<file path="src/rtl/parking_pkg.sv">
// Shared types and display constants for the parking gate controller.
// Seven-segment patterns are active-low in {g,f,e,d,c,b,a} order.
package parking_pkg;

    typedef enum logic [2:0] {
        IDLE,
        WAIT_PASS,
        WRONG_PASS,
        RIGHT_PASS,
        STOP,
        FULL,
        LOCKOUT
    } state_t;

    localparam logic [6:0] HEX_BLANK = 7'b1111111;
    localparam logic [6:0] HEX_E     = 7'b0000110;
    localparam logic [6:0] HEX_N     = 7'b0101011;
    localparam logic [6:0] HEX_G     = 7'b1000010;
    localparam logic [6:0] HEX_O     = 7'b1000000;
    localparam logic [6:0] HEX_S     = 7'b0010010;
    localparam logic [6:0] HEX_P     = 7'b0001100;
    localparam logic [6:0] HEX_F     = 7'b0001110;
    localparam logic [6:0] HEX_L     = 7'b1000111;
    localparam logic [6:0] HEX_C     = 7'b1000110;

    // Returns {HEX_1, HEX_2} for a state.
    function automatic logic [13:0] state_hex(input state_t s);
        logic [13:0] h;
        h = {HEX_BLANK, HEX_BLANK};
        case (s)
            WAIT_PASS:  h = {HEX_E, HEX_N};
            WRONG_PASS: h = {HEX_E, HEX_E};
            RIGHT_PASS: h = {HEX_G, HEX_O};
            STOP:       h = {HEX_S, HEX_P};
            FULL:       h = {HEX_F, HEX_L};
            LOCKOUT:    h = {HEX_L, HEX_C};
            default:    h = {HEX_BLANK, HEX_BLANK};
        endcase
        return h;
    endfunction

    function automatic logic state_red(input state_t s, input logic blink);
        logic r;
        r = 1'b0;
        case (s)
            WAIT_PASS, STOP, FULL, LOCKOUT: r = 1'b1;
            WRONG_PASS:                     r = blink;
            default:                        r = 1'b0;
        endcase
        return r;
    endfunction

endpackage

</file>
<file path="src/rtl/parking_timer.sv">
// Loadable down-counter that holds at zero; done is high while the count is zero.
// Shared by the password-entry window and the lockout period.
module parking_timer #(
    parameter int WIDTH = 4
) (
    input  logic             clk,
    input  logic             reset_n,
    input  logic             load,
    input  logic [WIDTH-1:0] load_value,
    output logic             done
);

    logic [WIDTH-1:0] count;

    always_ff @(posedge clk or negedge reset_n) begin
        if (!reset_n) begin
            count <= '0;
        end else if (load) begin
            count <= load_value;
        end else if (count != '0) begin
            count <= count - 1'b1;
        end
    end

    assign done = (count == '0);

endmodule

</file>
<file path="src/rtl/parking_gate_ctrl.sv">
// Parking lot entry gate: password check with retry/lockout, occupancy tracking,
// tailgate detection, LED and seven-segment indication. All outputs are registered.
module parking_gate_ctrl
    import parking_pkg::*;
#(
    parameter int                  PW_WIDTH    = 2,
    parameter logic [PW_WIDTH-1:0] PASS_1      = 2'b01,
    parameter logic [PW_WIDTH-1:0] PASS_2      = 2'b10,
    parameter int                  CAPACITY    = 4,
    parameter int                  WAIT_CYCLES = 3,
    parameter int                  MAX_TRIES   = 3,
    parameter int                  LOCK_CYCLES = 16,
    parameter int                  BLINK_DIV   = 2
) (
    input  logic                              clk,
    input  logic                              reset_n,
    input  logic                              sensor_entrance,
    input  logic                              sensor_exit,
    input  logic [PW_WIDTH-1:0]               password_1,
    input  logic [PW_WIDTH-1:0]               password_2,
    output logic                              GREEN_LED,
    output logic                              RED_LED,
    output logic [6:0]                        HEX_1,
    output logic [6:0]                        HEX_2,
    output logic [$clog2(CAPACITY+1)-1:0]     occupancy,
    output logic                              full,
    output logic                              lockout
);

    localparam int OCC_W   = $clog2(CAPACITY + 1);
    localparam int TRY_W   = $clog2(MAX_TRIES + 1);
    localparam int TMR_MAX = (WAIT_CYCLES > LOCK_CYCLES) ? WAIT_CYCLES : LOCK_CYCLES;
    localparam int TMR_W   = $clog2(TMR_MAX + 1);
    localparam int BLK_W   = $clog2(BLINK_DIV + 1);

    localparam logic [OCC_W-1:0] CAP_V     = OCC_W'(CAPACITY);
    localparam logic [TRY_W-1:0] MAX_V     = TRY_W'(MAX_TRIES);
    // Timer is loaded with N-1 so the state is held for exactly N cycles.
    localparam logic [TMR_W-1:0] WAIT_LOAD = TMR_W'(WAIT_CYCLES - 1);
    localparam logic [TMR_W-1:0] LOCK_LOAD = TMR_W'(LOCK_CYCLES - 1);
    localparam logic [BLK_W-1:0] BLK_LAST  = BLK_W'(BLINK_DIV - 1);

    state_t             state, state_d;
    logic [OCC_W-1:0]   occ_d, occ_inc, occ_dec;
    logic [TRY_W-1:0]   tries, tries_d, tries_inc;
    logic               blink, blink_d;
    logic [BLK_W-1:0]   blink_cnt, blink_cnt_d;
    logic               tmr_load, tmr_done;
    logic [TMR_W-1:0]   tmr_value;
    logic               pw_match;

    assign pw_match  = (password_1 == PASS_1) && (password_2 == PASS_2);
    assign occ_inc   = (occupancy == CAP_V) ? occupancy : occupancy + 1'b1;
    assign occ_dec   = (occupancy == '0) ? occupancy : occupancy - 1'b1;
    assign tries_inc = (tries >= MAX_V) ? tries : tries + 1'b1;

    parking_timer #(
        .WIDTH(TMR_W)
    ) u_timer (
        .clk        (clk),
        .reset_n    (reset_n),
        .load       (tmr_load),
        .load_value (tmr_value),
        .done       (tmr_done)
    );

    always_comb begin
        state_d   = state;
        occ_d     = occupancy;
        tries_d   = tries;
        tmr_load  = 1'b0;
        tmr_value = WAIT_LOAD;
        case (state)
            IDLE: begin
                // Entry decision uses the pre-decrement occupancy.
                if (sensor_exit) occ_d = occ_dec;
                if (sensor_entrance) begin
                    if (occupancy == CAP_V) begin
                        state_d = FULL;
                    end else begin
                        state_d  = WAIT_PASS;
                        tmr_load = 1'b1;
                    end
                end
            end
            WAIT_PASS: begin
                if (tmr_done) begin
                    if (pw_match) begin
                        state_d = RIGHT_PASS;
                        tries_d = '0;
                    end else begin
                        state_d  = WRONG_PASS;
                        tries_d  = tries_inc;
                        tmr_load = 1'b1;
                    end
                end
            end
            WRONG_PASS: begin
                if (tmr_done) begin
                    if (pw_match) begin
                        state_d = RIGHT_PASS;
                        tries_d = '0;
                    end else begin
                        tries_d  = tries_inc;
                        tmr_load = 1'b1;
                        if (tries_inc >= MAX_V) begin
                            state_d   = LOCKOUT;
                            tmr_value = LOCK_LOAD;
                        end
                    end
                end
            end
            RIGHT_PASS: begin
                if (sensor_exit) begin
                    occ_d   = occ_inc;
                    state_d = sensor_entrance ? STOP : IDLE;
                end
            end
            STOP: begin
                if (pw_match) begin
                    state_d = RIGHT_PASS;
                    tries_d = '0;
                end
            end
            FULL: begin
                if (sensor_exit) occ_d = occ_dec;
                if (!sensor_entrance) state_d = IDLE;
            end
            LOCKOUT: begin
                if (tmr_done) begin
                    state_d = IDLE;
                    tries_d = '0;
                end
            end
            default: state_d = IDLE;
        endcase
    end

    // Blink restarts high on entry to a blinking state; a WRONG_PASS retry is not an entry.
    always_comb begin
        blink_d     = 1'b0;
        blink_cnt_d = '0;
        if (state_d == RIGHT_PASS || state_d == WRONG_PASS) begin
            if (state_d != state) begin
                blink_d     = 1'b1;
                blink_cnt_d = '0;
            end else if (blink_cnt == BLK_LAST) begin
                blink_d     = ~blink;
                blink_cnt_d = '0;
            end else begin
                blink_d     = blink;
                blink_cnt_d = blink_cnt + 1'b1;
            end
        end
    end

    always_ff @(posedge clk or negedge reset_n) begin
        if (!reset_n) begin
            state     <= IDLE;
            occupancy <= '0;
            tries     <= '0;
            blink     <= 1'b0;
            blink_cnt <= '0;
            GREEN_LED <= 1'b0;
            RED_LED   <= 1'b0;
            HEX_1     <= HEX_BLANK;
            HEX_2     <= HEX_BLANK;
            full      <= 1'b0;
            lockout   <= 1'b0;
        end else begin
            state          <= state_d;
            occupancy      <= occ_d;
            tries          <= tries_d;
            blink          <= blink_d;
            blink_cnt      <= blink_cnt_d;
            GREEN_LED      <= (state_d == RIGHT_PASS) && blink_d;
            RED_LED        <= state_red(state_d, blink_d);
            {HEX_1, HEX_2} <= state_hex(state_d);
            full           <= (occ_d == CAP_V);
            lockout        <= (state_d == LOCKOUT);
        end
    end

endmodule

</file>
<file path="config.mk">
export PLATFORM = sky130hd
export DESIGN_NAME = parking_gate_ctrl
export DESIGN_NICKNAME = d
export VERILOG_FILES = /design/src/rtl/parking_pkg.sv /design/src/rtl/parking_timer.sv /design/src/rtl/parking_gate_ctrl.sv
export SDC_FILE = /design/constraint.sdc
export NUM_CORES = 1
export LEC_CHECK = 0
export BUFFER_PORTS_ARGS = -buffer_cell sky130_fd_sc_hd__buf_2
export CORE_ASPECT_RATIO = 1.5
export CORE_UTILIZATION = 60
export DETAILED_ROUTE_END_ITERATION = 12
export GPL_TIMING_DRIVEN = 1
export PLACE_DENSITY = 0.83
export SYNTH_ARGS = -nofsm -noshare
export SYNTH_HDL_FRONTEND = slang
export SYNTH_HIERARCHICAL = 1
export SYNTH_SLANG_ARGS = --single-unit
</file>
<file path="constraint.sdc">
create_clock -name clk -period 4.2 [get_ports clk]
set_clock_uncertainty 0.15 [all_clocks]
set_input_delay 0.21 -clock clk [delete_from_list [all_inputs] [get_ports clk]]
set_output_delay 0.21 -clock clk [all_outputs]
set_load 0.03 [all_outputs]
</file>
Yosys cells after proc, flatten, opt, wreduce, memory -nomap -nowiden. Cells that the tools add are included.

Bits in registers: 34. Bits of input ports: 8. Logic and storage cells: 97.

$add $sub $neg: 5. Magnitude comparators: 2. Eq/ne operators: 21. Multiplexer cells: 43. Bitwise logic cells: 1. Reduce and logical (&&, ||, !) cells: 13.

Operators by type and width (count): $pmux 14 s6 (1); $mux 3 (15); $eq 3x3->1 const B (8); $pmux 3 s7 (1); $mux 2 (8); $mux 4 (4); $eq 3x2->1 const B (4); $mux 5 (2); $mux 1 (8); $eq 3x1->1 const B (2); $logic_not 3->1 (2); $pmux 2 s3 (1); $pmux 3 s2 (1); $logic_not 5->1 (1); $reduce_bool 5->1 (1); $sub 5x1->5 const B (1); $add 2x1->2 const B (2); $eq 2x1->1 const B (2); $ge 2x2->1 const B (2); $ne 2x2->1 const B (2); $pmux 1 s2 (2); $reduce_and 4->1 (1); $reduce_or 2->1 (2); $reduce_or 4->1 (1); other kinds (10) (11).

Logic depth before layout (Yosys ltp).
Depth after elaboration: 11. Depth in mapped cells: 11. Depth with buffers taken out: 10.

Cells and area by module. The synthesis kept the hierarchy.

Modules (own cells, without submodules): parking_gate_ctrl (instances 1, cells each 162, area each 1581.5 um2); parking_timer (instances 1, cells each 27, area each 279.0 um2).

Worst setup path before layout. No wires, ideal clock.

Path type: reg-to-reg. Start: register u_timer.count[0]. End: register HEX_2[6]. Setup time: 94 ps. Arrival time: 2265 ps. Slack: 1690 ps. Cell stages (with the launch flop): 10. Period minus slack after synthesis: 2510 ps. Cell sequence: dfrtp_1 -> inv_1 -> ha_1 -> nor4b_4 -> and2_4 -> o311ai_2 -> o22a_4 -> clkinv_4 -> nor3_2 -> or4_1.

Cells in the longest elaborated chain, start to end: 5. Elaborated cells between the ends (all ways): 12. Those cells by class: eq/ne (6); mux (5); reduce/logical (1).

Ends and longest elaborated chain: start: declaration (line parking_timer.sv:13) `logic [WIDTH-1:0] count;`; start signal: assignment (line parking_timer.sv:19) `count <= load_value;`; start signal: assignment (line parking_timer.sv:21) `count <= count - 1'b1;`; $logic_not 5->1 * (line parking_timer.sv:25) `assign done = (count == '0);`; named net tmr_done (line parking_gate_ctrl.sv:48) `logic tmr_load, tmr_done;`; $mux 3 (on tied branches) (line parking_gate_ctrl.sv:130, parking_gate_ctrl.sv:87, parking_gate_ctrl.sv:99); $pmux 3 s7 * (line parking_gate_ctrl.sv:73) `case (state)`; named net state_d[0] (line parking_gate_ctrl.sv:43) `state_t state, state_d;`; $eq 3x3->1, or another cell as far along (line parking_pkg.sv:30) `case (s)`; $pmux 14 s6 * (line parking_pkg.sv:30); end signal: assignment (line parking_gate_ctrl.sv:178) `{HEX_1, HEX_2} <= state_hex(state_d);`; end: declaration (line parking_gate_ctrl.sv:24) `output logic [6:0] HEX_2,`.

The timed path passes the listed nets; every way through them passes the cells marked *. A chain may end at the register's enable or synchronous reset.

Worst setup path after layout.
Start: register u_timer.count[0]. End: register HEX_1[6].

Cells in the longest elaborated chain, start to end: 5. Elaborated cells between the ends (all ways): 12. Those cells by class: eq/ne (6); mux (5); reduce/logical (1).

Ends and longest elaborated chain: $logic_not 5->1 * (line parking_timer.sv:25); named net tmr_done (line parking_gate_ctrl.sv:48); $mux 3 (on tied branches) (line parking_gate_ctrl.sv:130, parking_gate_ctrl.sv:87, parking_gate_ctrl.sv:99); $pmux 3 s7 * (line parking_gate_ctrl.sv:73); named net state_d[2] (line parking_gate_ctrl.sv:43); $eq 3x3->1, or another cell as far along (line parking_pkg.sv:30); $pmux 14 s6 * (line parking_pkg.sv:30); end signal: assignment (line parking_gate_ctrl.sv:178); end: declaration (line parking_gate_ctrl.sv:23) `output logic [6:0] HEX_1,`.

Marks and branches as above.

==> reports/metrics.cfg <==
[run_status]
status=finished, final reports clean

[placement]
globalplace.congestion=0.851
dp.final_hpwl_um=2860
place_inst=243
place.port_buffers=27

[cells_and_area]
insertedDiodeCount=0
stdcell_count=252
fillCellCount=244
layout-drive-gt1-share_pct=29.6
area_delta_synth_final_pct=11.6
layout.nets=224

[grt]
grt_pass1_vias=1488
grt_max_degree=32
antenna_found_initial=0
grt_pass1_wl_um=6780
overflow=0
grt_use_total_pct=28.7

[logic_synthesis]
syn_inst=189
yosysUniqueCellTypes=62
synth_async_sr_flop_share_pct=100
synth_edf_count=0
synth_top_flop_cell=dfrtp_1
synth_top_family_by_area=simple AND/OR/NAND/NOR gates
synthSimpleGateAreaFrac_pct=24.0
yosys.area_share.adder_pct=2.69
synth_seq_area_share_pct=42.4
synth-compound-area-share_pct=18.0
synthesis.area_um2=1860
synth_mux_area_share_pct=2.29
syn_area_per_cell_um2=9.84
synth_xor_area_share_pct=2.35
ys_ff_latch=31
yosys_warnings=6

[floorplan]
rows=24
start_util_pct=63.2
fp.coreArea_um2=2940
boundaryPins=29
die_y_um=70.2
die_area_um2=3330
die_w_um=47.5

[sta]
period_share_pct=66.9
period_minus_slack_ns=2.81
hold_viol=0
tns_ns=0
finalSetupViolCount=0
drv_slew=0
rsz0062_at_grt=false
fmax_mhz=356
worstMarginPinSlew_ns=0.842
relSlewSlack_pct=43.9

[route]
antenna_left=0
drt_iter0_markers=46
met3_length_um=162
vias_per_cell=5.97
num_vias=1505
top_layer_used=met4
met1_length_um=1570
wl_met2_um=2210
routed_wl_um=4060
drc=0
dr.pass1.iters=4
wl_per_cell_um=16.1

[cts]
cts_tree=built
htree_num_levels=2
clockBufferDepth=2
cts_buffers=5
cts-root-buf=clkbuf_8
postCtsSetupRepairBufs=0
clk_pin_slew_ns=0.06
insertion_delay_ns=0.28
cts.sinks=31

[hold_path]
holdPathStages=3
hold_start=sensor_exit
hold_end=occupancy[2]
worstHoldPathType=input port to flip-flop

[setup_path]
reg2reg_depth=9
r2r_slack_ns=1.39
cp_data_arrival_time_ns=2.82
endpoint_kind=flip-flop
crit_type=flip-flop to flip-flop
critPathMaxFanout=11
cp.required_ns=4.22
reg2reg_from=u_timer/count[0]
r2r-end=HEX_1[6]
startpoint_type=flip-flop

[power]
p_leak_nw=0.900
peakVddDrop_uv=584
power_density_nw_per_um2=923
p_total_w=0.00192

[job]
max_cap_viol_count=0

[cell usage after synthesis (4+ instances only)]
master / count / area share, %
dfrtp_1: 20 / 27
nand2_1: 15 / 3.0
nor2_1: 13 / 2.6
dfstp_2: 11 / 16
inv_1: 10 / 2.0
a21oi_1: 8 / 2.2
nor3_1: 8 / 2.2
buf_4: 5 / 2.0
o21ai_0: 5 / 1.3
xnor2_1: 5 / 2.4
a211oi_1: 4 / 1.6
buf_2: 4 / 1.1
ha_1: 4 / 2.7
nand2b_1: 4 / 1.3
o31ai_1: 4 / 1.6
[cells in the final DEF (no fill, tap or decap), types with 2 or more instances in the layout]
cell,synthesis,final
nor3_1,8,8
inv_2,2,2
mux2_2,2,2
clkbuf_1,2,2
o21ai_1,3,3
nor2_1,13,13
and2b_1,2,2
mux2i_1,2,2
o21ai_0,5,5
dfrtp_1,20,20
nand4_1,2,2
nand3b_1,3,3
o31ai_1,4,4
xnor2_1,5,5
dfstp_2,11,11
nand2b_1,4,4
and4_1,2,2
nand3_1,3,3
inv_1,10,10
conb_1,2,3
a31oi_1,3,3
and2_1,3,3
clkbuf_8,0,5
nand2_1,15,15
a211oi_1,4,4
nor3b_1,2,2
nor2b_1,2,2
buf_2,4,27
a21oi_1,8,8
ha_1,4,4
and3_1,2,2
[critical path, stage by stage, from the launching register on]
cell      delay, ns
dfrtp_1        0.38
inv_1          0.11
ha_1           0.22
nor4b_4        0.53
nand4b_1       0.20
a211o_1        0.33
and4_1         0.27
inv_2          0.11
nor2_1         0.06
a211oi_1       0.34
[worst max path at each step]
| stage | start | to | slack, ns |
|---|---|---|---|
| global route | u_timer/count[0] | u_timer/count[4] | 1.10 |
| finish | u_timer/count[0] | HEX_1[6] | 1.39 |
| floorplan | u_timer/count[0] | HEX_2[6] | 1.69 |
| global placement | u_timer/count[0] | HEX_2[6] | 1.57 |
| CTS | u_timer/count[0] | HEX_1[6] | 1.42 |
| detailed placement | u_timer/count[0] | u_timer/count[4] | 1.45 |
[layer usage]
| layer | global-route usage [%] | vias to the layer above |
|---|---|---|
| li1 | - | 714 |
| met1 | 32.9 | 729 |
| met2 | 47.0 | 49 |
| met3 | 6.98 | 13 |
| met4 | 14.3 | 0 |
| met5 | 0 | - |
[state kept, by name (all words and copies together) (netlist names), 2 cells and up]
register and cells:
HEX_2 7, state 3, u_timer/count 5, blink_cnt 2
occupancy 3, HEX_1 4, tries 2
[per-stage QoR]
| stage | hold slack, ns | worst slack, ns | cell area, µm² | utilization (%) |
|---|---|---|---|---|
| floorplan | -0.236 | 1.69 | 1860 | - |
| global placement | 0.121 | 1.57 | 1960 | 66.6 |
| detailed placement | 0.135 | 1.45 | 1960 | 66.6 |
| CTS | 0.193 | 1.42 | 2080 | 70.6 |
| global route | 0.238 | 1.10 | 2080 | 70.6 |
| finish | 0.207 | 1.39 | 2080 | 70.6 |
[area by class of cell]
class | count | area, µm² | area share (%)
clock buffer | 7 | 76.3 | 3.67
sequential | 31 | 790 | 38.0
clock inverter | 1 | 30.0 | 1.45
inverter | 14 | 57.6 | 2.77
tap | 39 | 48.8 | 2.35
timing repair buffer | 28 | 145 | 6.99
multi-input combinational | 132 | 930 | 44.8
[report_power, final]
| part | leakage [nW] | switching (W) | internal, W |
|---|---|---|---|
| clock | 0.0524 | 0.000105 | 0.000177 |
| combinational | 0.477 | 0.000624 | 0.000384 |
| sequential | 0.371 | 0.000153 | 0.000473 |
[cell families after synthesis]
family / after synthesis
buffers and inverters: 27
AO/OA/AOI/OAI: 42
multiplexers: 4
AND/OR/NAND/NOR: 74
other: 2
XOR/XNOR: 5
adder cells (fa/ha/maj): 4
flip-flops: 31
[what timing repair did]
action                                 CTS  global route
resized for setup                        0             0
hold buffers                             1             0
endpoints found under the hold margin   20             0
Power figures use the tool's default switching activity.
